<file path="src/rtl/axi4stream_pkg.sv">
// Shared definitions for the AXI4-Stream packet FIFO.
// Holds the packed-beat width, the field offsets used to pack and unpack a
// beat into one storage word, and the FIFO operating-mode enum.
package axi4stream_pkg;

    localparam int BYTE_W = 8;

    typedef enum logic {
        FIFO_NORMAL = 1'b0,
        FIFO_FLUSH  = 1'b1
    } fifo_mode_e;

    // Stored beat = tdata(8N) + tkeep(N) + tstrb(N) + tid(I) + tdest(D) + tuser(U) + tlast(1)
    function automatic int beat_width(input int n, input int i, input int d, input int u);
        return 10 * n + i + d + u + 1;
    endfunction

    // Field offsets within a packed beat, LSB first in the order listed above
    function automatic int off_keep(input int n);
        return BYTE_W * n;
    endfunction

    function automatic int off_strb(input int n);
        return (BYTE_W + 1) * n;
    endfunction

    function automatic int off_id(input int n);
        return (BYTE_W + 2) * n;
    endfunction

    function automatic int off_dest(input int n, input int i);
        return off_id(n) + i;
    endfunction

    function automatic int off_user(input int n, input int i, input int d);
        return off_dest(n, i) + d;
    endfunction

    function automatic int off_last(input int n, input int i, input int d, input int u);
        return off_user(n, i, d) + u;
    endfunction

endpackage

</file>
<file path="src/rtl/axi4stream_fifo_mem.sv">
// Beat storage for the packet FIFO: DEPTH x W register array.
// Ports:
//   clk, rst_n      clock / asynchronous active-low reset (clears every entry)
//   we, waddr, wdata  synchronous write port
//   raddr, rdata      asynchronous read port
module axi4stream_fifo_mem
    import axi4stream_pkg::*;
#(
    parameter int W     = 8,
    parameter int DEPTH = 16,
    parameter int AW    = $clog2(DEPTH)
) (
    input  logic          clk,
    input  logic          rst_n,
    input  logic          we,
    input  logic [AW-1:0] waddr,
    input  logic [W-1:0]  wdata,
    input  logic [AW-1:0] raddr,
    output logic [W-1:0]  rdata
);

    logic [W-1:0] mem_q [DEPTH];
    logic [W-1:0] mem_d [DEPTH];

    always_comb begin
        mem_d = mem_q;
        if (we) begin
            mem_d[waddr] = wdata;
        end
    end

    always_ff @(posedge clk or negedge rst_n) begin
        if (!rst_n) begin
            mem_q <= '{default: '0};
        end else begin
            mem_q <= mem_d;
        end
    end

    assign rdata = mem_q[raddr];

endmodule

</file>
<file path="src/rtl/axi4stream_packet_fifo.sv">
// Store-and-forward AXI4-Stream FIFO. A packet is offered downstream only once
// its TLAST beat is stored; a packet that fills the whole FIFO without a TLAST
// switches the FIFO into cut-through flush mode until that TLAST is read.
// Ports:
//   ACLK, ARESETn                    clock / asynchronous active-low reset
//   s_t*                             upstream AXI4-Stream slave interface
//   m_t*                             downstream AXI4-Stream master interface
//   level                            beats currently stored
//   pkts                             complete packets (stored TLAST beats)
module axi4stream_packet_fifo
    import axi4stream_pkg::*;
#(
    parameter int N     = 4,
    parameter int I     = 1,
    parameter int D     = 1,
    parameter int U     = 1,
    parameter int DEPTH = 16
) (
    input  logic                       ACLK,
    input  logic                       ARESETn,
    input  logic                       s_tvalid,
    output logic                       s_tready,
    input  logic [8*N-1:0]             s_tdata,
    input  logic [N-1:0]               s_tkeep,
    input  logic [N-1:0]               s_tstrb,
    input  logic [I-1:0]               s_tid,
    input  logic [D-1:0]               s_tdest,
    input  logic [U-1:0]               s_tuser,
    input  logic                       s_tlast,
    output logic                       m_tvalid,
    input  logic                       m_tready,
    output logic [8*N-1:0]             m_tdata,
    output logic [N-1:0]               m_tkeep,
    output logic [N-1:0]               m_tstrb,
    output logic [I-1:0]               m_tid,
    output logic [D-1:0]               m_tdest,
    output logic [U-1:0]               m_tuser,
    output logic                       m_tlast,
    output logic [$clog2(DEPTH+1)-1:0] level,
    output logic [$clog2(DEPTH+1)-1:0] pkts
);

    localparam int W      = beat_width(N, I, D, U);
    localparam int AW     = $clog2(DEPTH);
    localparam int LW     = $clog2(DEPTH + 1);
    localparam int O_KEEP = off_keep(N);
    localparam int O_STRB = off_strb(N);
    localparam int O_ID   = off_id(N);
    localparam int O_DEST = off_dest(N, I);
    localparam int O_USER = off_user(N, I, D);
    localparam int O_LAST = off_last(N, I, D, U);

    logic [AW-1:0] wr_ptr_q, wr_ptr_d;
    logic [AW-1:0] rd_ptr_q, rd_ptr_d;
    logic [LW-1:0] level_q, level_d;
    logic [LW-1:0] pkts_q, pkts_d;
    logic          s_tready_q, s_tready_d;
    fifo_mode_e    mode_q, mode_d;

    logic [W-1:0]  wr_beat;
    logic [W-1:0]  rd_beat;
    logic          wr_en, rd_en, wr_last, rd_last;
    logic          empty, full, flush;

    assign wr_beat = {s_tlast, s_tuser, s_tdest, s_tid, s_tstrb, s_tkeep, s_tdata};

    axi4stream_fifo_mem #(
        .W     (W),
        .DEPTH (DEPTH),
        .AW    (AW)
    ) u_mem (
        .clk   (ACLK),
        .rst_n (ARESETn),
        .we    (wr_en),
        .waddr (wr_ptr_q),
        .wdata (wr_beat),
        .raddr (rd_ptr_q),
        .rdata (rd_beat)
    );

    assign m_tdata = rd_beat[O_KEEP-1:0];
    assign m_tkeep = rd_beat[O_STRB-1:O_KEEP];
    assign m_tstrb = rd_beat[O_ID-1:O_STRB];
    assign m_tid   = rd_beat[O_DEST-1:O_ID];
    assign m_tdest = rd_beat[O_USER-1:O_DEST];
    assign m_tuser = rd_beat[O_LAST-1:O_USER];
    assign m_tlast = rd_beat[O_LAST];

    assign empty   = (level_q == '0);
    assign full    = (level_q == LW'(DEPTH));
    assign wr_en   = s_tvalid && s_tready_q;
    assign rd_en   = m_tvalid && m_tready;
    assign wr_last = wr_en && s_tlast;
    assign rd_last = rd_en && m_tlast;

    // State register
    always_ff @(posedge ACLK or negedge ARESETn) begin
        if (!ARESETn) begin
            wr_ptr_q   <= '0;
            rd_ptr_q   <= '0;
            level_q    <= '0;
            pkts_q     <= '0;
            s_tready_q <= 1'b0;
            mode_q     <= FIFO_NORMAL;
        end else begin
            wr_ptr_q   <= wr_ptr_d;
            rd_ptr_q   <= rd_ptr_d;
            level_q    <= level_d;
            pkts_q     <= pkts_d;
            s_tready_q <= s_tready_d;
            mode_q     <= mode_d;
        end
    end

    // Mode next state: flush is entered only when the FIFO is full of a single
    // unterminated packet, and left only when that packet's TLAST is read, so
    // m_tvalid can never drop while a beat is being offered.
    always_comb begin
        mode_d = mode_q;
        case (mode_q)
            FIFO_NORMAL: if (full && (pkts_q == '0)) mode_d = FIFO_FLUSH;
            FIFO_FLUSH:  if (rd_last)                mode_d = FIFO_NORMAL;
            default:                                 mode_d = FIFO_NORMAL;
        endcase
    end

    // Pointers and occupancy counters
    always_comb begin
        wr_ptr_d = wr_ptr_q + AW'(wr_en);
        rd_ptr_d = rd_ptr_q + AW'(rd_en);

        level_d = level_q;
        if (wr_en && !rd_en) begin
            level_d = level_q + LW'(1);
        end else if (!wr_en && rd_en) begin
            level_d = level_q - LW'(1);
        end

        pkts_d = pkts_q;
        if (wr_last && !rd_last) begin
            pkts_d = pkts_q + LW'(1);
        end else if (!wr_last && rd_last) begin
            pkts_d = pkts_q - LW'(1);
        end

        // Registered ready looks at the next level so it falls on the same
        // edge that fills the last entry.
        s_tready_d = (level_d != LW'(DEPTH));
    end

    // Outputs
    always_comb begin
        flush    = (mode_q == FIFO_FLUSH);
        m_tvalid = !empty && ((pkts_q != '0) || flush);
    end

    assign s_tready = s_tready_q;
    assign level    = level_q;
    assign pkts     = pkts_q;

endmodule

</file>
<file path="config.mk">
export PLATFORM = sky130hd
export DESIGN_NAME = axi4stream_packet_fifo
export DESIGN_NICKNAME = d
export VERILOG_FILES = /design/src/rtl/axi4stream_pkg.sv /design/src/rtl/axi4stream_fifo_mem.sv /design/src/rtl/axi4stream_packet_fifo.sv
export SDC_FILE = /design/constraint.sdc
export NUM_CORES = 1
export LEC_CHECK = 0
export CAP_MARGIN = 20
export CORE_ASPECT_RATIO = 0.5
export CORE_MARGIN = 3
export CORE_UTILIZATION = 55
export CTS_BUF_LIST = sky130_fd_sc_hd__clkbuf_4 sky130_fd_sc_hd__clkbuf_8
export CTS_CLUSTER_SIZE = 28
export DETAILED_ROUTE_END_ITERATION = 7
export PLACE_DENSITY = 0.73
export SYNTH_ARGS = -nofsm -noshare
export SYNTH_HDL_FRONTEND = slang
export SYNTH_SLANG_ARGS = --single-unit
export TNS_END_PERCENT = 1
</file>
<file path="constraint.sdc">
create_clock -name ACLK -period 4.17 [get_ports ACLK]
set_input_delay 0.834 -clock ACLK [delete_from_list [all_inputs] [get_ports ACLK]]
set_output_delay 0.834 -clock ACLK [all_outputs]
set_load 0.005 [all_outputs]
</file>
==> impl_metrics.toml <==
[outcome]
run_status = "finished clean"

[floorplanning]
start_util_pct = 56.2
die-height_um = 181
fp.coreArea_um2 = 59800
dieArea_um2 = 64400
num_rows = 63
floorplan.io_pins = 104
die_width_um = 356

[worst_setup_path]
regToRegStartpoint = "level[0]"
r2r.worst_path.cells = 14
worst-path-stages = 5
worstPathMaxFanout = 25
endpoint = "m_tdata[1]"
crit_path_cell_trace = "buf_12, buf_12, mux4_4, mux4_2, clkdlybuf4s50_1"
timing.critical_path.to_type = "primary output"
crit_path_top_delay_cell = "sky130_fd_sc_hd__mux4_4"
critical_path_arrival_ps = 3150
startpoint_type = "flip-flop"
r2r_setup_slack_ps = 750
slowest_delay_ps = 650
path_class = "flip-flop to primary output"
cp.required_ps = 3340
cp_common_cell = "sky130_fd_sc_hd__buf_12"
path_buf_inv = 3
setup.worst_path.start = "rd_ptr_q[0]"
crit-reg2reg-capture = "pkts[4]"
critical-path-top-delay-family = "multiplexers"

[timing]
rsz_0062_raised_after_global_routing = "no"
holdWs_ps = 202
relSlewSlack_pct = 30.1
setup-tns-final_ps = 0
drv_slew = 0
achievable-frequency_mhz = 251
final.setup_skew_ps = 24.7
tightestPinTransition_ps = 1050
fin_crit_sh_pct = 95.6
setup_viol_count_final = 0
timing.final.crit_period_ps = 3990
timing_hold_violations_final = 0

[synthesis]
number_of_synthesized_flops_with_an_enable_pin = 0
post_synth_main_area_contributors = "sky130_fd_sc_hd__dfrtp_1 (54%), sky130_fd_sc_hd__mux2_2 (22%), sky130_fd_sc_hd__mux4_1 (7.7%)"
synth.most_common_cell = "sky130_fd_sc_hd__dfrtp_1"
synth-seq-cells = 724
postSynth.topFlopCell = "sky130_fd_sc_hd__dfrtp_1"
synthesis.area_um2 = 33600
sequential_cell_area_fraction_in_the_yosys_report_pct = 53.8
synthDominantCellAreaShare_pct = 53.8
synth_async_sr_flop_share_pct = 100
synthesis.instances = 1934
synth_largest_area_cell = "sky130_fd_sc_hd__dfrtp_1"
yosysUniqueCellTypes = 53
postSynthAreaPerCell_um2 = 17.4
postSynthNetCount = 1994
synth_warnings = 0
synth_common_cells = "sky130_fd_sc_hd__dfrtp_1 (724), sky130_fd_sc_hd__mux2_2 (653), sky130_fd_sc_hd__mux4_2 (111)"

[power_and_ir_drop]
power_leakage_nw = 16.6
share_clk_of_total_power_pct = 19.9
power_report.internal_total_mw = 21.9
comb_power_share_pct = 40.2
power_dissipated_by_switching_net_loads_mw = 8.89
power.share.sequential_pct = 39.9
powerDensity_nw_per_um2 = 818
ir_drop_mv = 0.368
netSwitchingFraction_pct = 28.9

[clock_network]
clockRootBuffer = "sky130_fd_sc_hd__clkbuf_8"
cts_num_sinks = 724
cts_made_buffers = 102
clk_path_buf_depth = 3
cts.reportedPaths.clkPinSlew_ps = 60
clock_insertion_delay_worst_skew_ps = 680
cts_tree = "built"
htree_levels = 3

[detailed_routing]
post-route-drc-count = 0
vias = 17700
post_drt_via_cell_ratio = 6.03
drt-initial-drc-count = 1131
detailedRoute.firstPassIterationCount = 7
routed_wl_um = 72000
wire_per_inst_um = 24.5
antenna_left = 0

[finish]
num-nets-final = 2099
fraction_of_final_layout_cells_sized_beyond_drive_strength_1_pct = 51.2
area_overhead_vs_synth_pct = 11.9
finalCoreUtilization_pct = 62.9

[global_routing]
antenna_violations_before_repair = 2
grt_overflow = 0
grt_use_met1_pct = 34.0
grt_util_all_layers_pct = 23.0
grt.met2_usage_pct = 36.2
grt_first_pass_wirelength_um = 114000
pin_count_of_the_biggest_net_entering_global_routing = 97
vias_in_the_first_global_route = 19000
use_met3_pct = 3.77
grt_most_used_layer = "met2"

[min_path]
worst_min_path_class = "primary input to async pin"

[placed_design]
globalplace.congestion = 0.746
post-dp-hpwl_um = 38800
buffer_ports.inserted = 103

[run]
max_cap_viol_count = 0
==> state kept, by name, indices dropped and copies added, names as in the netlist <==
name	cells
flush	1
level	5
pkts	5
rd_ptr_q	4
s_tready	1
u_mem.mem_q	704
wr_ptr_q	4
==> through the flow <==
stage	instances	instance area, um2	power, mW	setup WS (ps)
6_report	2935	37600	30.8	183
2_1_floorplan	1934	33600	21.1	1180
3_3_place_gp	2741	35200	24.4	635
5_1_grt	2935	37600	32.6	71.3
4_1_cts	2933	37600	31.1	107
3_5_place_dp	2741	35200	24.8	619
==> metal layers <==
metal  wire length [um]  vias to the layer above
li1                   -                     7589
met1              34400                     9714
met2              33900                      298
met5                  0                        -
met3               2380                      100
met4               1270                        0
==> repair_timing <==
action,CTS,global route
endpoints found under the hold margin,0,0
setup endpoints to repair,38,0
hold buffers,0,0
buffers inserted,6,0
gates resized for setup,0,0
==> how the worst min path moves through the flow <==
stage / to / slack (ps)
after floorplan: u_mem.mem_q[248] / 450
after global placement: u_mem.mem_q[251] / 460
after detailed placement: u_mem.mem_q[250] / 470
after CTS: u_mem.mem_q[101] / 180
after global routing: u_mem.mem_q[370] / 220
final: u_mem.mem_q[62] / 200
==> cell families (layout without fill, tap and decap cells) <==
family / count (synthesis) / after routing / synth area share, %
multiplexers: 930 / 930 / 40.0
flip-flops: 724 / 724 / 53.8
buffers and inverters: 174 / 361 / 3.81
AND/OR/NAND/NOR: 62 / 62 / 1.19
AO/OA/AOI/OAI: 19 / 19 / 0.383
XOR/XNOR: 13 / 13 / 0.338
adder cells (fa/ha/maj): 12 / 12 / 0.469
other: 0 / 2 / 0
==> power by group through the flow <==
stage / clock [mW] / combinational [mW] / sequential, mW
finish: 6.13 / 12.4 / 12.3
global route: 6.61 / 13.3 / 12.7
CTS: 6.26 / 12.6 / 12.3
detailed placement: 0 / 12.3 / 12.4
global placement: 0 / 12.1 / 12.3
floorplan: 0 / 9.44 / 11.6
==> cell usage in the layout, fill, tap and decap left out, types with 3 or more instances in the layout <==
cell type	Yosys	final
sky130_fd_sc_hd__nand3b_1	3	3
sky130_fd_sc_hd__clkdlybuf4s50_1	0	102
sky130_fd_sc_hd__nor4_1	4	4
sky130_fd_sc_hd__mux2_4	40	40
sky130_fd_sc_hd__bufinv_16	0	3
sky130_fd_sc_hd__xnor2_1	9	9
sky130_fd_sc_hd__nor2_1	10	10
sky130_fd_sc_hd__a21oi_1	4	4
sky130_fd_sc_hd__nand2_1	9	9
sky130_fd_sc_hd__buf_12	2	23
sky130_fd_sc_hd__mux2i_1	5	5
sky130_fd_sc_hd__clkinvlp_4	0	3
sky130_fd_sc_hd__dfrtp_1	724	720
sky130_fd_sc_hd__dfrtp_4	0	4
sky130_fd_sc_hd__xor2_1	4	4
sky130_fd_sc_hd__mux4_2	111	111
sky130_fd_sc_hd__clkbuf_8	21	142
sky130_fd_sc_hd__nand3_1	6	5
sky130_fd_sc_hd__mux2_1	15	15
sky130_fd_sc_hd__o21ai_0	5	5
sky130_fd_sc_hd__mux4_1	99	99
sky130_fd_sc_hd__nor2_4	3	9
sky130_fd_sc_hd__mux2_2	653	653
sky130_fd_sc_hd__ha_1	11	11
sky130_fd_sc_hd__clkbuf_4	0	25
sky130_fd_sc_hd__inv_1	6	6
sky130_fd_sc_hd__buf_4	35	40
sky130_fd_sc_hd__clkinv_2	0	12
sky130_fd_sc_hd__mux4_4	7	7
==> cell type report <==
class                           instances  area, um2
Fill cell                            4195      22200
Clock inverter                         19        181
Inverter                                7       26.3
Antenna cell                            2       5.00
Timing Repair Buffer                  168       1840
Sequential cell                       724      18100
Clock buffer                          167       2140
Multi-Input combinational cell       1036      14300
Tap cell                              812       1020
Power figures use the tool's default switching activity.
